<file path="config.mk">
export PLATFORM = sky130hd
export DESIGN_NAME = normalizer
export DESIGN_NICKNAME = d
export VERILOG_FILES = /design/src/rtl/fpu_pkg.sv /design/src/rtl/normalizer_leading_zero_counter.sv /design/src/rtl/normalizer.sv
export SDC_FILE = /design/constraint.sdc
export NUM_CORES = 1
export LEC_CHECK = 0
export CAP_MARGIN = 20
export CORE_ASPECT_RATIO = 1.25
export CORE_MARGIN = 2
export CORE_UTILIZATION = 50
export CTS_CLUSTER_SIZE = 40
export DETAILED_ROUTE_END_ITERATION = 10
export GPL_TIMING_DRIVEN = 0
export MAX_ROUTING_LAYER = met4
export PLACE_DENSITY_LB_ADDON = 0.08
export SETUP_SLACK_MARGIN = 0.02
export SLEW_MARGIN = 10
export SYNTH_ARGS = -nofsm -noshare
export SYNTH_HDL_FRONTEND = slang
export SYNTH_SLANG_ARGS = --single-unit
</file>
<file path="constraint.sdc">
create_clock -name clk -period 4.7 [get_ports clk]
set_input_delay 0.94 -clock clk [delete_from_list [all_inputs] [get_ports clk]]
set_output_delay 0.94 -clock clk [all_outputs]
set_load 0.01 [all_outputs]
</file>
<file path="src/rtl/fpu_pkg.sv">
// Shared constants and stage payload types for the FP normalizer.
package fpu_pkg;

   // Tag width carried in the stage payloads; the top's TAG_WIDTH is cast to this.
   localparam int unsigned TAG_W = 4;

   localparam logic signed [9:0] EXP_MIN  = -10'sd126;
   localparam logic signed [9:0] EXP_MAX  = 10'sd127;
   localparam logic signed [9:0] EXP_ZERO = -10'sd127;

   // Stage 1: raw payload plus leading-zero count of fraction[47:0].
   typedef struct packed {
      logic                    valid;
      logic                    sign;
      logic signed [9:0]       exponent;
      logic [48:0]             fraction;
      logic [5:0]              lzc;
      logic [TAG_W-1:0]        tag;
   } normalizer_stage_t;

   // Stage 2: normalized result as presented to the rounder.
   typedef struct packed {
      logic                    valid;
      logic                    sign;
      logic signed [9:0]       exponent;
      logic [23:0]             fraction;
      logic                    guard;
      logic                    round;
      logic                    sticky;
      logic                    zero;
      logic                    overflow;
      logic                    underflow;
      logic [TAG_W-1:0]        tag;
   } normalizer_out_t;

endpackage

</file>
<file path="src/rtl/normalizer_leading_zero_counter.sv">
// Leading-zero count of a 48-bit word (0..48) as a log2-depth normalize tree.
module normalizer_leading_zero_counter (
   input  logic [47:0] value_i,
   output logic [5:0]  count_o
);

   logic [63:0] work;

   // Pad with ones below so an all-zero input stops at exactly 48.
   always_comb begin
      work    = {value_i, 16'hffff};
      count_o = '0;
      if (work[63:32] == '0) begin
         count_o[5] = 1'b1;
         work       = work << 32;
      end
      if (work[63:48] == '0) begin
         count_o[4] = 1'b1;
         work       = work << 16;
      end
      if (work[63:56] == '0) begin
         count_o[3] = 1'b1;
         work       = work << 8;
      end
      if (work[63:60] == '0) begin
         count_o[2] = 1'b1;
         work       = work << 4;
      end
      if (work[63:62] == '0) begin
         count_o[1] = 1'b1;
         work       = work << 2;
      end
      if (!work[63]) begin
         count_o[0] = 1'b1;
      end
   end

endmodule

</file>
<file path="src/rtl/normalizer.sv">
// Post-add normalization: 2-stage valid/ready pipeline producing [x.23] + G/R/S.
// Optional: NORMALIZER_SUBNORMAL_EN keeps a denormal fraction on exponent underflow
// instead of flushing it to zero.
module normalizer
   import fpu_pkg::*;
#(
   parameter int unsigned TAG_WIDTH = 4
) (
   input  logic                 clk,
   input  logic                 reset_n,
   input  logic                 in_valid,
   output logic                 in_ready,
   input  logic                 in_sign,
   input  logic [9:0]           in_exponent,
   input  logic [48:0]          in_fraction,
   input  logic [TAG_WIDTH-1:0] in_tag,
   output logic                 out_valid,
   input  logic                 out_ready,
   output logic                 out_sign,
   output logic [9:0]           out_exponent,
   output logic [23:0]          out_fraction,
   output logic                 out_guard,
   output logic                 out_round,
   output logic                 out_sticky,
   output logic                 out_zero,
   output logic                 out_overflow,
   output logic                 out_underflow,
   output logic [TAG_WIDTH-1:0] out_tag
);

   normalizer_stage_t s1_d, s1_q;
   normalizer_out_t   s2_d, s2_q;
   normalizer_out_t   res;
   logic [5:0]        lzc;
   logic              s2_load;
   logic signed [9:0] e;
   logic signed [9:0] exp_lz;
   logic [47:0]       norm;
   logic              spill;
`ifdef NORMALIZER_SUBNORMAL_EN
   logic signed [9:0] room;
`endif

   normalizer_leading_zero_counter u_lzc (
      .value_i (in_fraction[47:0]),
      .count_o (lzc)
   );

   // A stage loads when empty or when its contents move on this cycle.
   always_comb begin
      s2_load  = !s2_q.valid || out_ready;
      in_ready = !s1_q.valid || s2_load;
   end

   // Stage 1 next state: capture payload and its leading-zero count.
   always_comb begin
      s1_d = s1_q;
      if (in_ready) begin
         s1_d.valid = in_valid;
         if (in_valid) begin
            s1_d.sign     = in_sign;
            s1_d.exponent = in_exponent;
            s1_d.fraction = in_fraction;
            s1_d.lzc      = lzc;
            s1_d.tag      = TAG_W'(in_tag);
         end
      end
   end

   // Shift and exponent adjust of the stage 1 contents.
   always_comb begin
      e         = s1_q.exponent;
      exp_lz    = e - signed'({4'b0000, s1_q.lzc});
      norm      = '0;
      spill     = 1'b0;
      res       = '0;
      res.valid = 1'b1;
      res.sign  = s1_q.sign;
      res.tag   = s1_q.tag;
`ifdef NORMALIZER_SUBNORMAL_EN
      room      = e - EXP_MIN;
`endif
      if (s1_q.fraction == '0) begin
         res.zero     = 1'b1;
         res.exponent = EXP_ZERO;
      end else if (s1_q.fraction[48]) begin
         // Carry-out: shift right one, dropped bit joins sticky.
         norm         = s1_q.fraction[48:1];
         spill        = s1_q.fraction[0];
         res.exponent = e + 10'sd1;
      end else if (exp_lz < EXP_MIN) begin
         res.underflow = 1'b1;
         res.exponent  = EXP_ZERO;
`ifdef NORMALIZER_SUBNORMAL_EN
         // Shift only as far as the exponent allows, leaving a denormal.
         if (room > 10'sd0) begin
            norm = s1_q.fraction[47:0] << unsigned'(room);
         end else begin
            norm = s1_q.fraction[47:0];
         end
`endif
      end else begin
         norm         = s1_q.fraction[47:0] << s1_q.lzc;
         res.exponent = exp_lz;
      end
      res.overflow = $signed(res.exponent) > EXP_MAX;
      res.fraction = norm[47:24];
      res.guard    = norm[23];
      res.round    = norm[22];
      res.sticky   = (|norm[21:0]) | spill;
   end

   // Stage 2 next state: hold while stalled, otherwise take stage 1.
   always_comb begin
      s2_d = s2_q;
      if (s2_load) begin
         if (s1_q.valid) begin
            s2_d = res;
         end else begin
            s2_d.valid = 1'b0;
         end
      end
   end

   // Pipeline registers.
   always_ff @(posedge clk or negedge reset_n) begin
      if (!reset_n) begin
         s1_q <= '0;
         s2_q <= '0;
      end else begin
         s1_q <= s1_d;
         s2_q <= s2_d;
      end
   end

   assign out_valid     = s2_q.valid;
   assign out_sign      = s2_q.sign;
   assign out_exponent  = s2_q.exponent;
   assign out_fraction  = s2_q.fraction;
   assign out_guard     = s2_q.guard;
   assign out_round     = s2_q.round;
   assign out_sticky    = s2_q.sticky;
   assign out_zero      = s2_q.zero;
   assign out_overflow  = s2_q.overflow;
   assign out_underflow = s2_q.underflow;
   assign out_tag       = TAG_WIDTH'(s2_q.tag);

endmodule

</file>
==> metrics <==
Clock Sinks=between 100 and 150; Reg power frac=between 30 and 40%; cells after synthesis=roughly 890; Worst Path Arrival=~4600 ps; slack of the worst reg-to-reg path=roughly 350 ps; number of buffers added on ports=about 110; number of primary I/O pins=about 120; CP cell instances=clkbuf_1 > inv_1 > buf_4 > ha_1 > nor2b_1 > o21ai_0 > a21boi_0 > o21a_1 > nor4_1 > a311oi_1 > a211o_1 > ha_1 > nor3_4 > buf_4 > a221oi_1 > nor2_1; FF+latch count, synth=117; worst vdd ir=about 0.00026 V; top cells by area, synth=sky130_fd_sc_hd__dfrtp_1 33%, sky130_fd_sc_hd__mux4_2 13%, sky130_fd_sc_hd__mux2_2 11%; clock-pin slew of the registers on the worst-case setup and hold paths=about 60 ps; total setup violations reported at the end of the flow=0; cell area after technology mapping=roughly 8800 sq um; overall routed net length=~33000 um; top fanout value on the critical path=28; total congestion overflow after global routing=0; share of cells above drive strength 1=roughly 20%; drt via density=approximately 6.6; number of nets in the layout=~1100; gr busiest metal=met2; Crit-path slowest cell=sky130_fd_sc_hd__ha_1; detailed placer's ending HPWL=between 20000 and 30000 um; core area=between 15000 and 20000 sq um; GR Util met2=between 50 and 60%; met3 usage in global routing=under 10%; maximum number of pins on one net before global-route repair=63; vias in the first global route=8340; Die Outline Area=between 15000 and 20000 sq um; shortest clock period the worst path allows after layout=~4400 ps; share of synthesized area occupied by flip-flops and latches=around a third; utilization after layout=62.6%; sw power=between 0.0015 and 0.002 W; classification of the worst-slack hold path=input port to async pin; commonest register cell after synthesis=sky130_fd_sc_hd__dfrtp_1; switching part of the total=around 36%; violation count after the first detailed-route iteration=~860; Leakage=roughly 4.3 nW; P&R area growth vs syn=23.2%; Residual DRC=0; Comb power frac=between 30% and 40%; delay of the slowest critical-path stage=about 520 ps; Worst Hold Margin=469 ps; Max Cap Violations=0; normalized max-slew margin=about a third; clock tree from TritonCTS=built; worst r2r src=s1_q[6]; total power after layout=0.00450 W; Hold Buf Count CTS=0; average wire per standard cell=25.9 um; clock buffer depth=2; net count after synthesis=~970; P per Cell Area=between 400 and 500 nW/um^2; dominant delay contributor by cell family on the critical path=compound AO/OA/AOI/OAI gates; Worst Setup Path Type=register to register; Die Height=between 150 and 200 um; async set-reset flop share out of synthesis=between 90% and 100%; kind of end point of the critical path=register; cell at the root of the clock tree=sky130_fd_sc_hd__clkbuf_16; portion of synthesized cell area occupied by the leading cell type=33.2%; Achievable Freq=about 230 MHz; first-pass GRT wire length=about 50000 um; Worst Setup Start Kind=register; cts bufs inserted=17; met1 track demand over resource in global routing=between 40% and 50%; number of buffers and inverters on the critical path=4; max-slew violations=0; EDFF count, synth=0; antenna violations before repair=0; number of hold violations in the final report=0; unrepaired setup endpoints after global routing=false; launch point of the worst path=s1_q[6]; final worst setup slack=between 300 and 400 ps; Cell Rows=54; Synthesis Warnings=0; number of detailed-routing iterations run before antenna repair=8; count of unique library cells instantiated by Yosys=71; clock latency on the worst-skew pair=430 ps; run status=complete, no violations; weighted congestion reported at the end of routability-driven placement=0.999; internal power of the cells=around 0.0029 W; Diodes inserted=0; slew at the pin closest to its max-slew limit=984 ps; skew final=slightly above 10 ps; deepest level of the CTS H-tree=4; proportion of power drawn by the clock network=28.6%; Tot GR Track Use=~37%; required time of the worst setup path=approximately 5000 ps; vias=between 8000 and 9000; worst-case setup slack after placement=-855 ps; cell taking the most area after synthesis=sky130_fd_sc_hd__dfrtp_1; fin crit share=between 90 and 100%; width of the die=about 120 um; number of nets with antenna violations after detailed routing=0; effective utilization at floorplan=around 51%; Avg Inst Size Synth=about 10 sq um
layer usage:
metal | up-vias | share of wire (%)
li1 | 3684 | -
met1 | 4096 | 38
met2 | 465 | 50
met3 | 124 | 6.6
met4 | 0 | 5.9
met5 | - | 0
state kept, by name, summed over array words and instances (netlist names):
name / flops
out_exponent: 10
out_sticky: 1
out_overflow: 1
out_valid: 1
out_tag: 4
out_zero: 1
out_sign: 1
out_guard: 1
out_round: 1
s1_q: 56
e: 10
res: 5
out_fraction: 24
out_underflow: 1
worst paths after layout:
check | to | depth (start not counted)
max in group asynchronous | s1_q[39] | 2
max reg2reg | out_fraction[7] | 16
min | out_tag[3] | 1
min in group clk | out_tag[1] | 2
max | out_fraction[7] | 16
min reg2reg | out_tag[1] | 2
power by group through the flow:
stage | clock, W | combinational (W) | sequential, W
after floorplan | 0 | 0.000991 | 0.00143
after global placement | 0 | 0.00170 | 0.00146
after detailed placement | 0 | 0.00171 | 0.00146
after CTS | 0.00130 | 0.00172 | 0.00145
after global routing | 0.00134 | 0.00188 | 0.00148
final | 0.00129 | 0.00175 | 0.00146
Yosys cell counts (all sizes together) (3+ instances only):
cell	instances
or2	4
o21ai	52
nand3	14
and3	14
nor2	59
nand2b	13
a31oi	11
nor2b	7
and2	11
buf	26
nand2	113
inv	15
or4	7
nor3	14
dfrtp	117
clkbuf	38
o211ai	5
nand3b	3
o22a	5
mux4	52
o21a	3
a221oi	10
nand4	8
a211oi	7
xnor2	9
nand4b	3
a21o	6
a22oi	4
mux2	88
nor4	24
o31ai	8
a2bb2oi	3
nor3b	3
xor2	3
mux2i	39
o32ai	3
a22o	3
ha	8
a311oi	5
o22ai	8
a21oi	36
stage by stage:
stage / TNS [ps] / cell area, sq um / instances
global route: 0 / 10900 / 1260
detailed placement: -17950 / 10300 / 1233
floorplan: 0 / 8820 / 894
global placement: -231520 / 10200 / 1232
finish: 0 / 10900 / 1260
CTS: 0 / 10900 / 1261
area by class of cell:
class	instances	area (sq um)
inverters	17	66.3
clock inverters	9	104
plain buffers	60	254
well taps	224	280
fillers	1482	6500
clock buffers	21	470
flip-flops and latches	117	2930
repair buffers	116	1180
multi-input cells	696	5580
logic make-up (layout without fill, tap and decap cells):
group,Yosys count,after routing,synth area share [%]
multiplexers,179,179,29.0
AND/OR/NAND/NOR,301,301,16.6
AO/OA/AOI/OAI,195,195,14.9
flip-flops,117,117,33.2
adder cells (fa/ha/maj),9,9,1.36
buffers and inverters,81,223,3.76
XOR/XNOR,12,12,1.19
layout by cell type, fill, tap and decap left out, types with 5 or more instances in the layout:
cell                              count
sky130_fd_sc_hd__dfrtp_1            117
sky130_fd_sc_hd__nand2_1            113
sky130_fd_sc_hd__clkdlybuf4s50_1    113
sky130_fd_sc_hd__mux2_2              88
sky130_fd_sc_hd__nor2_1              57
sky130_fd_sc_hd__mux4_2              52
sky130_fd_sc_hd__o21ai_0             51
sky130_fd_sc_hd__mux2i_1             39
sky130_fd_sc_hd__clkbuf_1            38
sky130_fd_sc_hd__a21oi_1             36
sky130_fd_sc_hd__nor4_1              22
sky130_fd_sc_hd__clkbuf_16           17
sky130_fd_sc_hd__inv_1               15
sky130_fd_sc_hd__and3_1              14
sky130_fd_sc_hd__nand3_1             14
sky130_fd_sc_hd__nand2b_1            13
sky130_fd_sc_hd__nor3_1              12
sky130_fd_sc_hd__a31oi_1             11
sky130_fd_sc_hd__buf_1               10
sky130_fd_sc_hd__and2_1              10
sky130_fd_sc_hd__a221oi_1            10
sky130_fd_sc_hd__xnor2_1              9
sky130_fd_sc_hd__nand4_1              8
sky130_fd_sc_hd__buf_2                8
sky130_fd_sc_hd__o22ai_1              8
sky130_fd_sc_hd__o31ai_1              8
sky130_fd_sc_hd__ha_1                 8
sky130_fd_sc_hd__nor2b_1              7
sky130_fd_sc_hd__a211oi_1             7
sky130_fd_sc_hd__buf_4                6
sky130_fd_sc_hd__a21o_1               6
sky130_fd_sc_hd__or4_1                6
sky130_fd_sc_hd__o22a_1               5
sky130_fd_sc_hd__o211ai_1             5
worst register-to-register path: stages (launching register included):
cell and delay, ps:
sky130_fd_sc_hd__dfrtp_1 310, sky130_fd_sc_hd__clkbuf_1 370, sky130_fd_sc_hd__inv_1 140, sky130_fd_sc_hd__buf_4 280, sky130_fd_sc_hd__ha_1 380, sky130_fd_sc_hd__nor2b_1 140
sky130_fd_sc_hd__o21ai_0 250, sky130_fd_sc_hd__a21boi_0 160, sky130_fd_sc_hd__o21a_1 250, sky130_fd_sc_hd__nor4_1 250, sky130_fd_sc_hd__a311oi_1 90, sky130_fd_sc_hd__a211o_1 320
sky130_fd_sc_hd__ha_1 520, sky130_fd_sc_hd__nor3_4 110, sky130_fd_sc_hd__buf_4 190, sky130_fd_sc_hd__a221oi_1 410, sky130_fd_sc_hd__nor2_1 70
what timing repair did:
| item | in CTS | in global routing |
|---|---|---|
| setup buffers | 0 | 1 |
| pin swaps | 0 | 1 |
| resized for setup | 5 | 3 |
| endpoints found under the setup margin | 38 | 30 |
No activity file was read; power rests on OpenSTA's default activity.
